$ cat config.mk
export PLATFORM = sky130hd
export DESIGN_NAME = car_motion_ctl
export DESIGN_NICKNAME = d
export VERILOG_FILES = /design/src/rtl/car_motion_ctl.sv
export SDC_FILE = /design/constraint.sdc
export NUM_CORES = 1
export LEC_CHECK = 0
export BUFFER_PORTS_ARGS = -buffer_cell sky130_fd_sc_hd__buf_2
export CORE_UTILIZATION = 55
export DETAILED_ROUTE_END_ITERATION = 10
export PLACE_DENSITY = 0.86
export SLEW_MARGIN = 30
export SYNTH_ARGS = -nofsm -noshare
export SYNTH_HDL_FRONTEND = slang
export SYNTH_SLANG_ARGS = --single-unit
$ cat constraint.sdc
create_clock -name pclk -period 5.3 [get_ports pclk]
set_input_delay 0.265 -clock pclk [delete_from_list [all_inputs] [get_ports pclk]]
set_output_delay 0.265 -clock pclk [all_outputs]
set_load 0.005 [all_outputs]
$ cat src/rtl/car_motion_ctl.sv
// Car motion controller: integrates a signed speed into x/y position once per
// frame tick, with saturating throttle, friction, steering, clamping and crash lockout.
module car_motion_ctl #(
    parameter int POS_W        = 11,
    parameter int SPD_W        = 8,
    parameter int SPEED_MAX    = 16,
    parameter int ACCEL        = 2,
    parameter int FRICTION     = 1,
    parameter int STEER        = 3,
    parameter int X_MAX        = 1023,
    parameter int Y_MAX        = 767,
    parameter int X_START      = 0,
    parameter int Y_START      = 384,
    parameter int CRASH_FRAMES = 60
) (
    input  logic             pclk,
    input  logic             rst,
    input  logic             frame_tick,
    input  logic [3:0]       key,
    output logic [POS_W-1:0] xpos,
    output logic [POS_W-1:0] ypos,
    output logic [SPD_W-1:0] speed,
    output logic             crashed
);

    localparam int SW    = SPD_W + 2;
    localparam int XW    = POS_W + 2;
    localparam int CNT_W = (CRASH_FRAMES > 1) ? $clog2(CRASH_FRAMES) : 1;

    localparam logic signed [SW-1:0] SMAX_S = SW'(SPEED_MAX);
    localparam logic signed [SW-1:0] ACC_S  = SW'(ACCEL);
    localparam logic signed [SW-1:0] FRC_S  = SW'(FRICTION);
    localparam logic signed [XW-1:0] XMAX_S = XW'(X_MAX);
    localparam logic signed [XW-1:0] YMAX_S = XW'(Y_MAX);
    localparam logic signed [XW-1:0] STP_S  = XW'(STEER);

    typedef enum logic [1:0] {IDLE, RUN, CRASH} state_t;

    state_t             state_q, state_d;
    logic [POS_W-1:0]   xpos_q, xpos_d;
    logic [POS_W-1:0]   ypos_q, ypos_d;
    logic [SPD_W-1:0]   speed_q, speed_d;
    logic [CNT_W-1:0]   cnt_q, cnt_d;

    logic signed [SW-1:0] spd_cur, spd_n;
    logic signed [XW-1:0] xn, yn;
    logic                 step;

    // Throttle/brake saturate at +/-SPEED_MAX; coasting decays toward 0 without crossing it.
    function automatic logic signed [SW-1:0] next_speed(
        input logic signed [SW-1:0] s,
        input logic                 up,
        input logic                 dn
    );
        logic signed [SW-1:0] r;
        if (up && !dn) begin
            r = s + ACC_S;
            if (r > SMAX_S) r = SMAX_S;
        end else if (dn && !up) begin
            r = s - ACC_S;
            if (r < -SMAX_S) r = -SMAX_S;
        end else if (s > FRC_S) begin
            r = s - FRC_S;
        end else if (s < -FRC_S) begin
            r = s + FRC_S;
        end else begin
            r = '0;
        end
        return r;
    endfunction

    function automatic logic [POS_W-1:0] clamp_pos(
        input logic signed [XW-1:0] v,
        input logic signed [XW-1:0] hi
    );
        logic [POS_W-1:0] r;
        if (v < 0)       r = '0;
        else if (v > hi) r = hi[POS_W-1:0];
        else             r = v[POS_W-1:0];
        return r;
    endfunction

    always_comb begin
        state_d = state_q;
        xpos_d  = xpos_q;
        ypos_d  = ypos_q;
        speed_d = speed_q;
        cnt_d   = cnt_q;

        spd_cur = $signed({{2{speed_q[SPD_W-1]}}, speed_q});
        spd_n   = next_speed(spd_cur, key[0], key[1]);
        xn      = $signed({2'b00, xpos_q}) + XW'(spd_n);
        if (key[2] && !key[3])      yn = $signed({2'b00, ypos_q}) - STP_S;
        else if (key[3] && !key[2]) yn = $signed({2'b00, ypos_q}) + STP_S;
        else                        yn = $signed({2'b00, ypos_q});

        step = frame_tick && (state_q == RUN || (state_q == IDLE && key != 4'd0));

        if (state_q == CRASH) begin
            if (frame_tick) begin
                if (cnt_q == '0) state_d = RUN;
                else             cnt_d   = cnt_q - 1'b1;
            end
        end else if (step) begin
            state_d = RUN;
            xpos_d  = clamp_pos(xn, XMAX_S);
            if (xn < 0 || xn > XMAX_S) begin
                // Hitting a side wall stops the car dead; no steering on that frame.
                speed_d = '0;
                state_d = CRASH;
                cnt_d   = CNT_W'(CRASH_FRAMES - 1);
            end else begin
                speed_d = spd_n[SPD_W-1:0];
                if (spd_n != '0) ypos_d = clamp_pos(yn, YMAX_S);
            end
        end
    end

    always_ff @(posedge pclk or posedge rst) begin
        if (rst) begin
            state_q <= IDLE;
            xpos_q  <= POS_W'(X_START);
            ypos_q  <= POS_W'(Y_START);
            speed_q <= '0;
            cnt_q   <= '0;
        end else begin
            state_q <= state_d;
            xpos_q  <= xpos_d;
            ypos_q  <= ypos_d;
            speed_q <= speed_d;
            cnt_q   <= cnt_d;
        end
    end

    assign xpos    = xpos_q;
    assign ypos    = ypos_q;
    assign speed   = speed_q;
    assign crashed = (state_q == CRASH);

endmodule

# Word level (Yosys, flattened, before mapping)
# Index checks and enable logic that the tools add are counted.
[totals] input_bits=7 regBits=38 output_inout_bits=31 word_cells=73
[classes] n_addsub=8 bitwise_logic=2 order_cmp=8 eq_ne=5 mux=23 n_reduce_logical=22
[ops] operator="$mux W10" n=6
[ops] operator="$mux W11" n=4
[ops] operator="$mux W6" n=5
[ops] operator="$gt A13 B11 Y1 const B" n=2
[ops] operator="$lt A13 B1 Y1 const B" n=2
[ops] operator="$add A12 B10 Y13" n=1
[ops] operator="$mux W13" n=1
[ops] operator="$add A11 B2 Y12 const B" n=1
[ops] operator="$mux W12" n=1
[ops] operator="$sub A11 B2 Y12 const B" n=1
[ops] operator="$mux W2" n=5
[ops] operator="$reduce_bool A10 Y1" n=1
[ops] operator="$add A8 B2 Y9 const B" n=1
[ops] operator="$add A8 B3 Y9 const B" n=1
[ops] operator="$gt A9 B6 Y1 const B" n=1
[ops] operator="$lt A9 B5 Y1 const B" n=1
[ops] operator="$sub A8 B2 Y9 const B" n=1
[ops] operator="$sub A8 B3 Y9 const B" n=1
[ops] operator="$gt A8 B2 Y1 const B" n=1
[ops] operator="$lt A8 B1 Y1 const B" n=1
[ops] operator="$mux W8" n=1
[ops] operator="$reduce_and A4 Y1" n=2
[ops] operator="$logic_and A1 B1 Y1" n=6
[ops] operator="$logic_not A6 Y1" n=1
[ops] operator="13 further kinds" n=20

# Depth between registers and ports, before layout
[depth] ltp_word=11 mapped_depth=22 ltp_nobuf=19

# Least setup slack after synthesis
# Ideal clock, no wire load.
[synth_path] path_type="reg2reg" from="register speed_q[1] (netlist: speed[1])" to="register cnt_q[5]" setup_ns=0.128 period_less_slack_ns=5.161 slack_ns=0.139 path_buffers=2 path_stages_with_launch=22 arrival_time_ns=5.033 path_cell_list="dfrtp_1 -> ha_1 -> clkbuf_1 -> and3_1 -> clkbuf_1 -> and3_1 -> a21oi_1 -> o21bai_1 -> ha_1 -> or3b_2 -> o22a_1 -> a21oi_1 -> a41o_1 -> ha_1 -> o211ai_1 -> o211ai_1 -> a311o_1 -> o31a_1 -> and4_1 -> o32ai_1 -> a31o_2 -> nand3_1"
[synth_between] elab_chain_len=10
[synth_lines] item="start: declaration" line="42" text="logic [SPD_W-1:0] speed_q, speed_d;"
[synth_lines] item="start signal: assignment" line="130" text="speed_q <= speed_d;"
[synth_lines] item="$sub A8 B3 Y9, or another cell as far along" line="60" text="r = s - ACC_S;"
[synth_lines] item="$lt A9 B5 Y1 or $mux W10 (tied branches)" line="61, 64"
[synth_lines] item="$mux W10 (on tied branches)" line="61, 62"
[synth_lines] item="$mux W10" line="59" text="end else if (dn && !up) begin"
[synth_lines] item="$mux W10 (*)" line="56" text="if (up && !dn) begin"
[synth_lines] item="$add A12 B10 Y13 (*)" line="92" text="xn = $signed({2'b00, xpos_q}) + XW'(spd_n);"
[synth_lines] item="$lt A13 B1 Y1 or $gt A13 B11 Y1 (tied branches)" line="107" text="if (xn < 0 || xn > XMAX_S) begin"
[synth_lines] item="$logic_or A1 B1 Y1 (*)" line="107"
[synth_lines] item="$reduce_bool A2 Y1 (no line) (*)"
[synth_lines] item="$reduce_and A4 Y1 (no line) (*)"
[synth_lines] item="end signal: assignment" line="131" text="cnt_q <= cnt_d;"
[synth_lines] item="end: declaration" line="43" text="logic [CNT_W-1:0] cnt_q, cnt_d;"
# Every way passes the cells marked *; elsewhere a longest branch is shown, timed or not.
# A chain may end at the register's enable or synchronous reset.

# Worst setup path in the final report
[layout_path] from="register speed_q[2] (netlist: speed[2])" to="register ypos_q[1] (netlist: ypos[1])"
[layout_between] elab_chain_len=10
[layout_lines] item="$sub A8 B3 Y9, or another cell as far along" line="60"
[layout_lines] item="$lt A9 B5 Y1 or $mux W10 (tied branches)" line="61, 64"
[layout_lines] item="$mux W10 (on tied branches)" line="61, 62"
[layout_lines] item="$mux W10" line="59"
[layout_lines] item="$mux W10 (*)" line="56"
[layout_lines] item="$add A12 B10 Y13" line="92"
[layout_lines] item="$lt A13 B1 Y1 or $gt A13 B11 Y1 (tied branches)" line="107"
[layout_lines] item="$logic_or A1 B1 Y1" line="107"
[layout_lines] item="$not A1 Y1 (no line)"
[layout_lines] item="$reduce_and A4 Y1 (no line) (*)"
[layout_lines] item="end signal: assignment" line="123" text="ypos_q <= POS_W'(Y_START);"
[layout_lines] item="end signal: assignment" line="129" text="ypos_q <= ypos_d;"
[layout_lines] item="end: declaration" line="41" text="logic [POS_W-1:0] ypos_q, ypos_d;"
# Marked as above.

==> impl_metrics.csv <==
group,metric,value,unit
outcome,status,"complete, no violations",
finish,layout-drive-gt1-share,0.175,
setup_path,critPathCaptureType,"register",
pwr,p_leak,0.00195,µW
finish,synthToLayoutAreaGrowth,14.4,%
global_route,grt_antenna_before_repair,0,
global_route,grt_usage,0.310,
global_route,grt_pass1_vias,3635,
timing,setup_viol,0,
route,vias,4137,
route,viasPerCell,6.77,
floorplanning,row_count,30,
route,drt_iter0_drc,475,
clock_network,clk_latency,300,ps
placement,dp_hpwl,8.17,mm
synth,synthCells,486,
synth,yosys_warnings,0,
clock_network,cts_buffers,5,
timing,finalSetupTns,0,ps
floorplanning,fp.dieW,85.6,µm
setup_path,cp_max_fo,11,
clock_network,htreeDepth,2,
setup_path,worstPathArrival,5280,ps
placement,place_ws,130,ps
route,wire_per_inst,18.2,µm
timing,fmax,198,MHz
setup_path,reg2regPathDepth,21,
timing,max-slew-margin-rel,0.378,
timing,skew,16.3,ps
route,post-route-drc-count,0,
worst_hold_path,hold_class,"in -> async",
clock_network,clock-root-buffer,"clkbuf_8",
timing,fin_crit_sh,0.955,
synth,yosysSeqAreaShare,0.248,
timing,drv_slew,0,
synth,synth_seq_cells,38,
clock_network,cts.sinks,38,
synth,synth_flop_cell,"dfrtp_1",
setup_path,critPathLaunchType,"register",
timing,hold_viol_final,0,
finish,mostFrequentLayoutCell,"o21ai_0",
pwr,power_density,771,mW/mm²
finish,num_antenna_cells,0,
route,postRouteAntennaNets,0,
synth,synth_edf_count,0,
synth,async_reset_ff_frac,1.00,
clock_network,cts_tree,"done",
finish,final_nets,563,
floorplanning,io_pins,38,
finish,final_cell_mix,"o21ai_0 (49), nand2_1 (40), buf_2 (37)",
clock_network,clk_pin_slew,90,ps
route,wirelength,11.1,mm
global_route,grt.overflow.total,0,
placement,portBuffers,37,
pwr,max-vdd-ir-drop,546,µV
timing,tightest_slew,931,ps
synth,syn-num-nets,519,
synth,syn-cell-area,0.00384,mm²
floorplanning,die_h,85.6,µm
global_route,grt_max_degree,39,
global_route,grt_pass1_wl,18.1,mm
clock_network,hold_buffers,0,
setup_path,required,5520,ps
floorplanning,die-area,0.00732,mm²
route,drt_first_pass_iters,5,
synth,avgSynthCellArea,7.90,µm²
setup_path,crit_type,"reg -> reg",
placement,place.gp.congestion,1.03,
job,max-cap-violations,0,
floorplanning,start_util,0.569,
synth,yosysUniqueCellTypes,69,
floorplanning,core-area,0.00676,mm²
clock_network,clockBufferDepth,2,
timing,finalCriticalPeriod,5060,ps
timing,fin_ws,241,ps
[kinds of logic (layout without fill, tap and decap cells)]
family,Yosys count,after routing,share of synthesized area
buffers and inverters,45,90,0.0485
DFF,38,38,0.248
adders and majority gates,26,26,0.0866
muxes,3,3,0.00814
xor gates and xnor gates,22,22,0.0502
AOI/OAI and AO/OA,179,179,0.323
and+or+nand+nor,173,173,0.236
[Yosys cell counts, types with 3 or more instances]
cell type,n,area [µm²]
a21o_1,7,52.6
o21ai_0,50,250
nor3_1,15,75.1
nor2_1,35,131
o211ai_1,10,75.1
dfrtp_1,36,901
o22ai_1,5,31.3
o2bb2ai_1,3,26.3
or3_1,6,37.5
nor4_1,5,31.3
a2bb2oi_1,10,87.6
xnor2_1,11,96.3
clkbuf_1,20,75.1
nand4_1,7,43.8
ha_1,25,313
a22o_1,9,78.8
o21a_1,3,22.5
o31ai_1,5,37.5
nand3_1,18,90.1
a21oi_1,23,115
xor2_1,11,96.3
nor2b_1,8,50.1
a311o_1,3,30.0
a211oi_1,11,82.6
o32ai_1,3,26.3
a31oi_1,8,50.1
nand2_1,40,150
and3_1,6,37.5
and2_1,4,25.0
nor3b_1,5,37.5
inv_1,19,71.3
nand2b_1,11,68.8
or3b_2,3,26.3
[critical path, cell delays in order, from the launching register on]
cell and delay, ps:
dfrtp_2 450, buf_4 180, or2_2 350, nor2_1 130, xnor2_1 130, a2bb2oi_1 200, ha_1 280, or3b_2 510
o22a_1 190, a21oi_1 150, a41o_1 160, ha_1 300, o211ai_1 230, o211ai_1 230, a2111o_1 420, o211ai_1 150
nor4_2 70, buf_4 170, o21bai_4 250, a21oi_2 50, buf_4 210, mux2i_1 170
[sequential cells by signal, indices dropped and copies added, names as in the netlist]
register  flops
cnt_q         6
speed         8
state_q       2
xpos         11
ypos         11
[final cells by class]
cell class,count,area [µm²]
clock buffer,6,82.6
multi-input combinational,403,2750
inverter,19,71.3
tap,80,100
fill,581,2360
clock inverter,2,60.1
timing repair buffer,63,380
sequential,38,955
[timing repair]
item                                    4_1_cts  5_1_grt
resized for setup                             0       10
setup buffers                                 0        4
endpoints found under the setup margin        0       26
endpoints found under the hold margin         0        0
[stage by stage]
| stage | hold WS (ps) | cells | power, µW | cell area (µm²) | util |
|---|---|---|---|---|---|
| 6_report | 73.9 | 611 | 3390 | 4400 | 0.651 |
| 2_1_floorplan | 450 | 486 | 2250 | 3840 | - |
| 5_1_grt | 125 | 611 | 3660 | 4400 | 0.651 |
| 4_1_cts | 90.1 | 607 | 3270 | 4320 | 0.639 |
| 3_5_place_dp | 415 | 599 | 2930 | 4180 | 0.618 |
| 3_3_place_gp | 404 | 599 | 2880 | 4180 | 0.618 |
[metal layers]
layer  GRT usage  part of all wire  vias to the layer above
li1            -                 -                     1924
met3      0.0404             0.070                       26
met4      0.0955             0.018                        0
met2       0.480              0.46                      224
met1       0.452              0.45                     1963
met5           0                 0                        -
[power breakdown]
| group | internal (µW) | switching (µW) | total (µW) |
|---|---|---|---|
| clock | 201 | 111 | 312 |
| sequential | 408 | 170 | 578 |
| combinational | 1070 | 1430 | 2500 |
[final timing paths]
| path | end | slack [ps] | start |
|---|---|---|---|
| min in group pclk | xpos[10] | 310 | frame_tick |
| max in group asynchronous | speed[2] | 4850 | rst |
| worst max register to register | ypos[1] | 240 | speed[2] |
| worst max-delay path | ypos[1] | 240 | speed[2] |
| worst min register to register | cnt_q[0] | 490 | cnt_q[0] |
| worst min-delay path | ypos[5] | 70 | rst |
Power figures use the tool's default switching activity.
